File: src/rtl/pulse_edge_detector_multi_pkg.sv
// Shared mode encodings and sizing helper
// for the multi-channel pulse edge detector.
package pulse_edge_pkg;

  localparam logic [1:0] EDGE_OFF  = 2'b00;
  localparam logic [1:0] EDGE_POS  = 2'b01;
  localparam logic [1:0] EDGE_NEG  = 2'b10;
  localparam logic [1:0] EDGE_BOTH = 2'b11;

  // Never returns less than 1 so a counter always has a bit.
  function automatic int filt_clog2(input int v);
    int r;
    int x;
    r = 0;
    x = v - 1;
    while (x > 0) begin
      r++;
      x = x >> 1;
    end
    return (r < 1) ? 1 : r;
  endfunction

endpackage

File: src/rtl/pulse_edge_detector_multi_if.sv
// Bundle of pulse inputs, controls and
// detector outputs for all channels.
interface pulse_edge_detector_multi_if #(
  parameter int CH    = 4,
  parameter int CNT_W = 8
);
  import pulse_edge_pkg::*;

  logic [CH-1:0]       i_pulse;
  logic [2*CH-1:0]     i_mode;
  logic [CH-1:0]       i_clr;
  logic [CH-1:0]       o_edge;
  logic [CH-1:0]       o_level;
  logic [CH*CNT_W-1:0] o_count;
  logic [CH-1:0]       o_sticky;
  logic                o_irq;

  modport master (
    output i_pulse,
    output i_mode,
    output i_clr,
    input  o_edge,
    input  o_level,
    input  o_count,
    input  o_sticky,
    input  o_irq
  );

  modport slave (
    input  i_pulse,
    input  i_mode,
    input  i_clr,
    output o_edge,
    output o_level,
    output o_count,
    output o_sticky,
    output o_irq
  );

endinterface

File: src/rtl/pulse_edge_detector_multi_channel.sv
// One channel: synchroniser, glitch filter,
// edge detect, saturating counter, sticky.
module pulse_edge_channel
  import pulse_edge_pkg::*;
#(
  parameter int SYNC_STAGES = 2,
  parameter int FILT_LEN    = 3,
  parameter int CNT_W       = 8
) (
  input  logic             clk,
  input  logic             rst_n,
  input  logic             pulse,
  input  logic [1:0]       mode,
  input  logic             clr,
  output logic             strobe,
  output logic             level,
  output logic [CNT_W-1:0] count,
  output logic             sticky
);

  localparam int FW = filt_clog2(FILT_LEN + 1);

  logic [SYNC_STAGES-1:0] sync;
  logic [FW-1:0]          fcnt;
  logic                   lvl;
  logic                   lvl_d;
  logic                   rise;
  logic                   fall;
  logic                   hit;

  always_ff @(posedge clk or negedge rst_n) begin
    if (!rst_n) begin
      sync <= '0;
    end else begin
      sync <= {sync[SYNC_STAGES-2:0], pulse};
    end
  end

  // A new level must be seen FILT_LEN samples in a row.
  always_ff @(posedge clk or negedge rst_n) begin
    if (!rst_n) begin
      fcnt  <= '0;
      lvl   <= 1'b0;
      lvl_d <= 1'b0;
    end else begin
      lvl_d <= lvl;
      if (sync[SYNC_STAGES-1] == lvl) begin
        fcnt <= '0;
      end else if (fcnt == FW'(FILT_LEN - 1)) begin
        fcnt <= '0;
        lvl  <= ~lvl;
      end else begin
        fcnt <= fcnt + FW'(1);
      end
    end
  end

  assign rise   = lvl & ~lvl_d;
  assign fall   = ~lvl & lvl_d;
  assign hit    = (mode[0] & rise) | (mode[1] & fall);
  assign strobe = hit;
  assign level  = lvl;

  // A clear colliding with an edge keeps that edge.
  always_ff @(posedge clk or negedge rst_n) begin
    if (!rst_n) begin
      count  <= '0;
      sticky <= 1'b0;
    end else begin
      unique case (1'b1)
        clr & hit: begin
          count  <= CNT_W'(1);
          sticky <= 1'b1;
        end
        clr & ~hit: begin
          count  <= '0;
          sticky <= 1'b0;
        end
        ~clr & hit: begin
          if (count != '1) count <= count + CNT_W'(1);
          sticky <= 1'b1;
        end
        default: ;
      endcase
    end
  end

endmodule

File: src/rtl/pulse_edge_detector_multi.sv
// Multi-channel pulse edge detector with
// per-channel mode and OR-reduced interrupt.
module pulse_edge_detector_multi
  import pulse_edge_pkg::*;
#(
  parameter int CH          = 4,
  parameter int SYNC_STAGES = 2,
  parameter int FILT_LEN    = 3,
  parameter int CNT_W       = 8
) (
  input logic                        clk,
  input logic                        rst_n,
  pulse_edge_detector_multi_if.slave bus
);

  logic [CH-1:0]       strobe;
  logic [CH-1:0]       level;
  logic [CH*CNT_W-1:0] count;
  logic [CH-1:0]       sticky;

  for (genvar c = 0; c < CH; c++) begin : g_ch
    pulse_edge_channel #(
      .SYNC_STAGES (SYNC_STAGES),
      .FILT_LEN    (FILT_LEN),
      .CNT_W       (CNT_W)
    ) u_ch (
      .clk    (clk),
      .rst_n  (rst_n),
      .pulse  (bus.i_pulse[c]),
      .mode   (bus.i_mode[2*c +: 2]),
      .clr    (bus.i_clr[c]),
      .strobe (strobe[c]),
      .level  (level[c]),
      .count  (count[c*CNT_W +: CNT_W]),
      .sticky (sticky[c])
    );
  end

  assign bus.o_edge   = strobe;
  assign bus.o_level  = level;
  assign bus.o_count  = count;
  assign bus.o_sticky = sticky;
  assign bus.o_irq    = |sticky;

endmodule

File: src/flat_wrapper.sv
// flat-port wrapper written by rule: the top's interface ports become plain ports
module pulse_edge_detector_multi_flat import pulse_edge_pkg::*;
#(
  parameter int CH          = 4,
  parameter int SYNC_STAGES = 2,
  parameter int FILT_LEN    = 3,
  parameter int CNT_W       = 8
)
  (clk, rst_n, bus_i_pulse, bus_i_mode, bus_i_clr, bus_o_edge, bus_o_level, bus_o_count, bus_o_sticky, bus_o_irq);
  pulse_edge_detector_multi_if #(.CH(CH), .CNT_W(CNT_W)) bus_i ();
  input logic clk;
  input logic rst_n;
  input wire logic [$bits(bus_i.i_pulse)-1:0] bus_i_pulse;
  input wire logic [$bits(bus_i.i_mode)-1:0] bus_i_mode;
  input wire logic [$bits(bus_i.i_clr)-1:0] bus_i_clr;
  output wire logic [$bits(bus_i.o_edge)-1:0] bus_o_edge;
  output wire logic [$bits(bus_i.o_level)-1:0] bus_o_level;
  output wire logic [$bits(bus_i.o_count)-1:0] bus_o_count;
  output wire logic [$bits(bus_i.o_sticky)-1:0] bus_o_sticky;
  output wire logic [$bits(bus_i.o_irq)-1:0] bus_o_irq;
  assign bus_i.i_pulse = bus_i_pulse;
  assign bus_i.i_mode = bus_i_mode;
  assign bus_i.i_clr = bus_i_clr;
  assign bus_o_edge = bus_i.o_edge;
  assign bus_o_level = bus_i.o_level;
  assign bus_o_count = bus_i.o_count;
  assign bus_o_sticky = bus_i.o_sticky;
  assign bus_o_irq = bus_i.o_irq;
  pulse_edge_detector_multi #(.CH(CH), .SYNC_STAGES(SYNC_STAGES), .FILT_LEN(FILT_LEN), .CNT_W(CNT_W)) u_core (.clk(clk), .rst_n(rst_n), .bus(bus_i));
endmodule
File: config.mk
export PLATFORM = sky130hd
export DESIGN_NAME = pulse_edge_detector_multi_flat
export DESIGN_NICKNAME = d
export VERILOG_FILES = /design/src/rtl/pulse_edge_detector_multi_pkg.sv /design/src/rtl/pulse_edge_detector_multi_if.sv /design/src/rtl/pulse_edge_detector_multi_channel.sv /design/src/rtl/pulse_edge_detector_multi.sv /design/src/flat_wrapper.sv
export SDC_FILE = /design/constraint.sdc
export NUM_CORES = 1
export LEC_CHECK = 0
export ABC_AREA = 1
export CAP_MARGIN = 40
export CORE_AREA = 10 10 118 120
export DETAILED_ROUTE_END_ITERATION = 16
export DIE_AREA = 0 0 128 130
export DONT_BUFFER_PORTS = 1
export PLACE_DENSITY = 0.5
export SYNTH_ARGS = -nofsm -noshare
export SYNTH_HDL_FRONTEND = slang
export SYNTH_HIERARCHICAL = 1
export SYNTH_SLANG_ARGS = --single-unit
export TNS_END_PERCENT = 50
File: constraint.sdc
create_clock -name clk -period 3.15 [get_ports clk]
set_clock_uncertainty 0.1 [all_clocks]
set_input_delay 0.7875 -clock clk [delete_from_list [all_inputs] [get_ports clk]]
set_output_delay 0.7875 -clock clk [all_outputs]
set_load 0.1 [all_outputs]
Word-level counts from Yosys, hierarchy flattened
Index checks and enable logic that the tools add are counted.
Widths: inputs -> output; s select.
- register bits: 60
- input bits: 18
- $add $sub $neg: 8
- equal/unequal tests: 16
- muxes and demuxes: 20
- bitwise operators: 52
- reductions and logical operators: 21
- operator list (cell ; count):
    $pmux 8 s3 ; 4
    $add 8x1->8 const B ; 4
    $mux 8 ; 4
    $ne 8x8->1 const B ; 4
    $and 1x1->1 ; 28
    $not 1->1 ; 20
    $mux 2 ; 8
    $reduce_and 2->1 ; 8
    $reduce_bool 3->1 ; 4
    $add 2x1->2 const B ; 4
    $eq 2x2->1 const B ; 4
    $ne 2x1->1 const B ; 4
    $pmux 1 s2 ; 4
    $reduce_bool 2->1 ; 4
    $reduce_or 2->1 ; 4
    $eq 1x1->1 ; 4
    $or 1x1->1 ; 4
    $reduce_or 4->1 ; 1

Depth between registers and ports, before layout
- word-level depth: 8
- mapped depth: 14
- mapped depth without buffers: 13

Hierarchy
Netlist, hierarchy kept.
- by module, submodules not included (module ; instances ; cells each ; area an instance (µm²)):
    pulse_edge_channel ; 4 ; 102 ; 854.6
    pulse_edge_detector_multi ; 1 ; 3 ; 11.3

Worst setup path after synthesis
No wires, ideal clock.
- kind: register -> register
- from: register u_core.g_ch[0].u_ch.lvl
- to: register u_core.g_ch[0].u_ch.count[3]
- setup time: 0.083 ns
- data arrival time: 3.069 ns
- slack: -0.102 ns
- stages on the path, launching flop included: 14
- buffers on the path: 1
- cell sequence: dfrtp_1 > inv_1 > nor2_1 > nand2_1 > and2_1 > inv_1 > ha_1 > clkbuf_2 > nand2_1 > inv_1 > nand3_4 > nand2_4 > nand2_1 > o21ai_0
- longest elaborated chain between the ends: 8
- RTL lines (what ; line ; RTL):
    start: declaration ; pulse_edge_detector_multi_channel.sv:25 ; logic lvl;
    start signal: assignment ; pulse_edge_detector_multi_channel.sv:51 ; lvl <= ~lvl;
    $not 1->1 ; pulse_edge_detector_multi_channel.sv:59 ; assign fall = ~lvl & lvl_d;
    $and 1x1->1 ; pulse_edge_detector_multi_channel.sv:59 ;
    $and 1x1->1 ; pulse_edge_detector_multi_channel.sv:60 ; assign hit = (mode[0] & rise) | (mode[1] & fall);
    $or 1x1->1 (*) ; pulse_edge_detector_multi_channel.sv:60 ;
    named net bus_o_edge[0] ; flat_wrapper.sv:16 ; output wire logic [$bits(bus_i.o_edge)-1:0] bus_o_edge;
    $not 1->1 ; pulse_edge_detector_multi_channel.sv:75 ; clr & ~hit: begin
    $and 1x1->1 ; pulse_edge_detector_multi_channel.sv:75 ;
    $reduce_bool 3->1 (no line) ; -- ;
    $reduce_and 2->1 (no line) ; -- ;
    end signal: assignment ; pulse_edge_detector_multi_channel.sv:80 ; if (count != '1) count <= count + CNT_W'(1);
    end: declaration ; pulse_edge_detector_multi_channel.sv:17 ; output logic [CNT_W-1:0] count,
The timed path passes the listed nets; every way through them passes the cells marked *.
A chain may end at the register's enable or synchronous reset.

Worst setup path after layout
- from: register u_core.g_ch[3].u_ch.lvl
- to: output port bus_o_edge[3]
- longest elaborated chain between the ends: 4
- RTL lines (what ; line):
    start: declaration ; pulse_edge_detector_multi_channel.sv:25
    start signal: assignment ; pulse_edge_detector_multi_channel.sv:51
    $not 1->1 ; pulse_edge_detector_multi_channel.sv:59
    $and 1x1->1 ; pulse_edge_detector_multi_channel.sv:59
    $and 1x1->1 ; pulse_edge_detector_multi_channel.sv:60
    $or 1x1->1 (*) ; pulse_edge_detector_multi_channel.sv:60
    end: declaration ; flat_wrapper.sv:16
Mark *: on every way between the ends. The rest lies on a longest branch, timed or not.

==> results.py <==
metrics = {
    "timing": {
        "hold_viol": 0,
        "fin_crit_ns": 2.39,
        "worstMarginPinSlew_ns": 0.348,
        "final_max_slew_viol_count": 0,
        "finalSetupViolations": 0,
        "period_share_pct": 75.8,
        "relSlewSlack_pct": 76.7,
        "rsz0062_at_grt": "no",
        "fmax_mhz": 419,
        "finalSetupTns_ns": 0,
    },
    "synthesis": {
        "ys_warn_count": 6,
        "yosysUniqueCellTypes": 21,
        "avgSynthCellArea_um2": 8.34,
        "synth.top_cell.area_share_pct": 43.8,
        "syn_inst": 411,
        "synth_seq_cells": 60,
        "synth_area_leaders": "dfrtp_1 44%, ha_1 8.8%, nand2_1 8.4%",
        "netlist_area_um2": 3430,
        "syn-num-nets": 453,
        "yosys.area.top_type": "dfrtp_1",
        "ys_seq_area_share_pct": 43.8,
    },
    "global_route": {
        "grtUsageMet3_pct": 3.77,
        "grt_pass1_vias": 2684,
        "gr-usage-all-layers_pct": 9.84,
        "grt_pass1_wl_um": 13100,
        "antenna_found_initial": 0,
        "grt_use_met1_pct": 11.2,
        "met2_usage_pct": 15.8,
        "top_usage_layer": "met2",
        "grt_overflow_total": 0,
        "grt_max_degree": 61,
    },
    "clock_tree": {
        "clockBufferDepth": 2,
        "cts_post_setup_buffers_inserted": 0,
        "clock_latency_ns": 0.33,
        "cts_tree": "done",
        "cts_resized": 0,
        "root_buffer": "clkbuf_16",
        "clock-sinks": 60,
        "h-tree-depth": 3,
        "cts_buffers": 9,
        "path_clk_slew_ns": 0.05,
        "hold_buffers": 0,
    },
    "power": {
        "power_density_nw_per_um2": 902,
        "p_leak_nw": 2.14,
        "finalPower_mw": 4.04,
        "ir_worst_vdd_uv": 532,
    },
    "drt": {
        "wl_per_cell_um": 13.0,
        "route.detailed.drc": 0,
        "drt_first_pass_iters": 4,
        "ant_nets": 0,
        "drtIter0Drc": 97,
        "routed_wirelength_um": 7990,
        "routed_via_density": 4.52,
        "num_vias": 2786,
    },
    "worst_setup_path": {
        "worst-endpoint-required_ns": 2.26,
        "endpoint_kind": "output pin",
        "arrival_ns": 1.50,
        "worst-r2r-setup-slack_ns": 1.11,
        "start_kind": "flop",
        "crit_fanout": 4,
        "crit_type": "flop to output pin",
    },
    "finish": {
        "fin_nets": 507,
        "drive_gt1_share_pct": 21.7,
        "layout_commonest_cell": "nand2_1",
        "antenna_cells": 0,
        "most-common-layout-cells": "77 x nand2_1, 72 x inv_1, 56 x dfrtp_1",
        "area_growth_pct": 30.6,
        "final_util_pct": 38.2,
        "fin_area_um2": 4480,
    },
    "floorplan": {
        "die_w_um": 128,
        "die_y_um": 130,
        "ioPinCount": 63,
        "fp-row-count": 40,
        "coreArea_um2": 11700,
        "dieArea_um2": 16600,
        "initial_core_util_pct": 29.3,
    },
    "outcome": {
        "status": "completed",
    },
    "placement": {
        "dp_hpwl_um": 6060,
        "dpl-instance-area_um2": 4180,
        "place_congestion": 0.778,
        "place.port_buffers": 0,
    },
    "worst_hold_path": {
        "hold_class": "input pin to async pin",
    },
    "job": {
        "drv_cap": 0,
    },
}
==> final cells by class <==
type	count	area, µm²
Fill cell	1200	7230
Sequential cell	60	1510
Tap cell	147	184
Clock inverter	4	47.5
Inverter	76	285
Multi-Input combinational cell	271	1620
Timing Repair Buffer	47	577
Clock buffer	12	256
==> per-layer routing <==
metal	vias to the layer above	share of wire, %
met5	-	0
met4	0	1.6
met3	9	6.9
met2	58	49
met1	1299	43
li1	1420	-
==> where the power goes <==
part           total [mW]  internal, mW  switching (mW)
Clock               0.997         0.652           0.345
Sequential           1.03         0.947          0.0832
Combinational        2.01         0.418            1.59
==> metrics by stage <==
| stage | cells | worst slack (ns) | hold WS, ns |
|---|---|---|---|
| after global routing | 617 | 0.679 | 0.0330 |
| after detailed placement | 601 | 0.800 | 0.236 |
| after global placement | 589 | 0.830 | 0.234 |
| after floorplan | 411 | 0.205 | 0.231 |
| final | 617 | 0.762 | 0.0531 |
| after CTS | 617 | 0.739 | 0.0388 |
==> state kept, by name, summed over array words and instances, names as in the netlist <==
register / count
u_core/g_ch.u_ch/count: 32
u_core/g_ch.u_ch/level: 4
u_core/g_ch.u_ch/sync: 8
u_core/g_ch.u_ch/lvl_d: 4
u_core/g_ch.u_ch/fcnt: 8
u_core/g_ch.u_ch/sticky: 4
==> cells in the mapped netlist <==
| cell | n |
|---|---|
| nand2_4 | 4 |
| nor2_4 | 4 |
| inv_1 | 72 |
| nor2_1 | 38 |
| a21oi_1 | 4 |
| ha_1 | 24 |
| nand2_2 | 8 |
| nand3_2 | 4 |
| a21oi_2 | 8 |
| nand2_1 | 77 |
| dfrtp_1 | 60 |
| nor3_1 | 8 |
| o21ai_2 | 4 |
| o21ai_0 | 28 |
| clkinv_1 | 4 |
| and2_1 | 4 |
| clkbuf_2 | 4 |
| nand3_4 | 4 |
| nand4_1 | 28 |
| nand3_1 | 20 |
| xnor2_1 | 4 |
==> worst max-delay path, cell delays in order, from the launching register on <==
cell and delay [ns]:
dfrtp_2 0.39, inv_1 0.10, nand3_1 0.07, and2_1 0.21, inv_1 0.10, buf_4 0.30
==> path summary, 6_finish.rpt <==
check / cells after the start / to / startpoint
worst max register to register: 10 / u_core/g_ch[1].u_ch/count[3] / u_core/g_ch[1].u_ch/level
max in group asynchronous: 0 / u_core/g_ch[1].u_ch/level / rst_n
worst max-delay path: 5 / bus_o_edge[3] / u_core/g_ch[3].u_ch/level
worst min-delay path: 0 / u_core/g_ch[0].u_ch/count[6] / rst_n
worst min register to register: 0 / u_core/g_ch[3].u_ch/sync[1] / u_core/g_ch[3].u_ch/sync[0]
min in group clk: 0 / u_core/g_ch[3].u_ch/sync[1] / u_core/g_ch[3].u_ch/sync[0]
==> cell families after synthesis <==
group / synth area share (%)
AO/OA/AOI/OAI: 7.73
XOR/XNOR: 1.02
adder cells (fa/ha/maj): 8.76
buffers and inverters: 8.90
flip-flops: 43.8
AND/OR/NAND/NOR: 29.8
No activity file was read; power rests on OpenSTA's default activity.
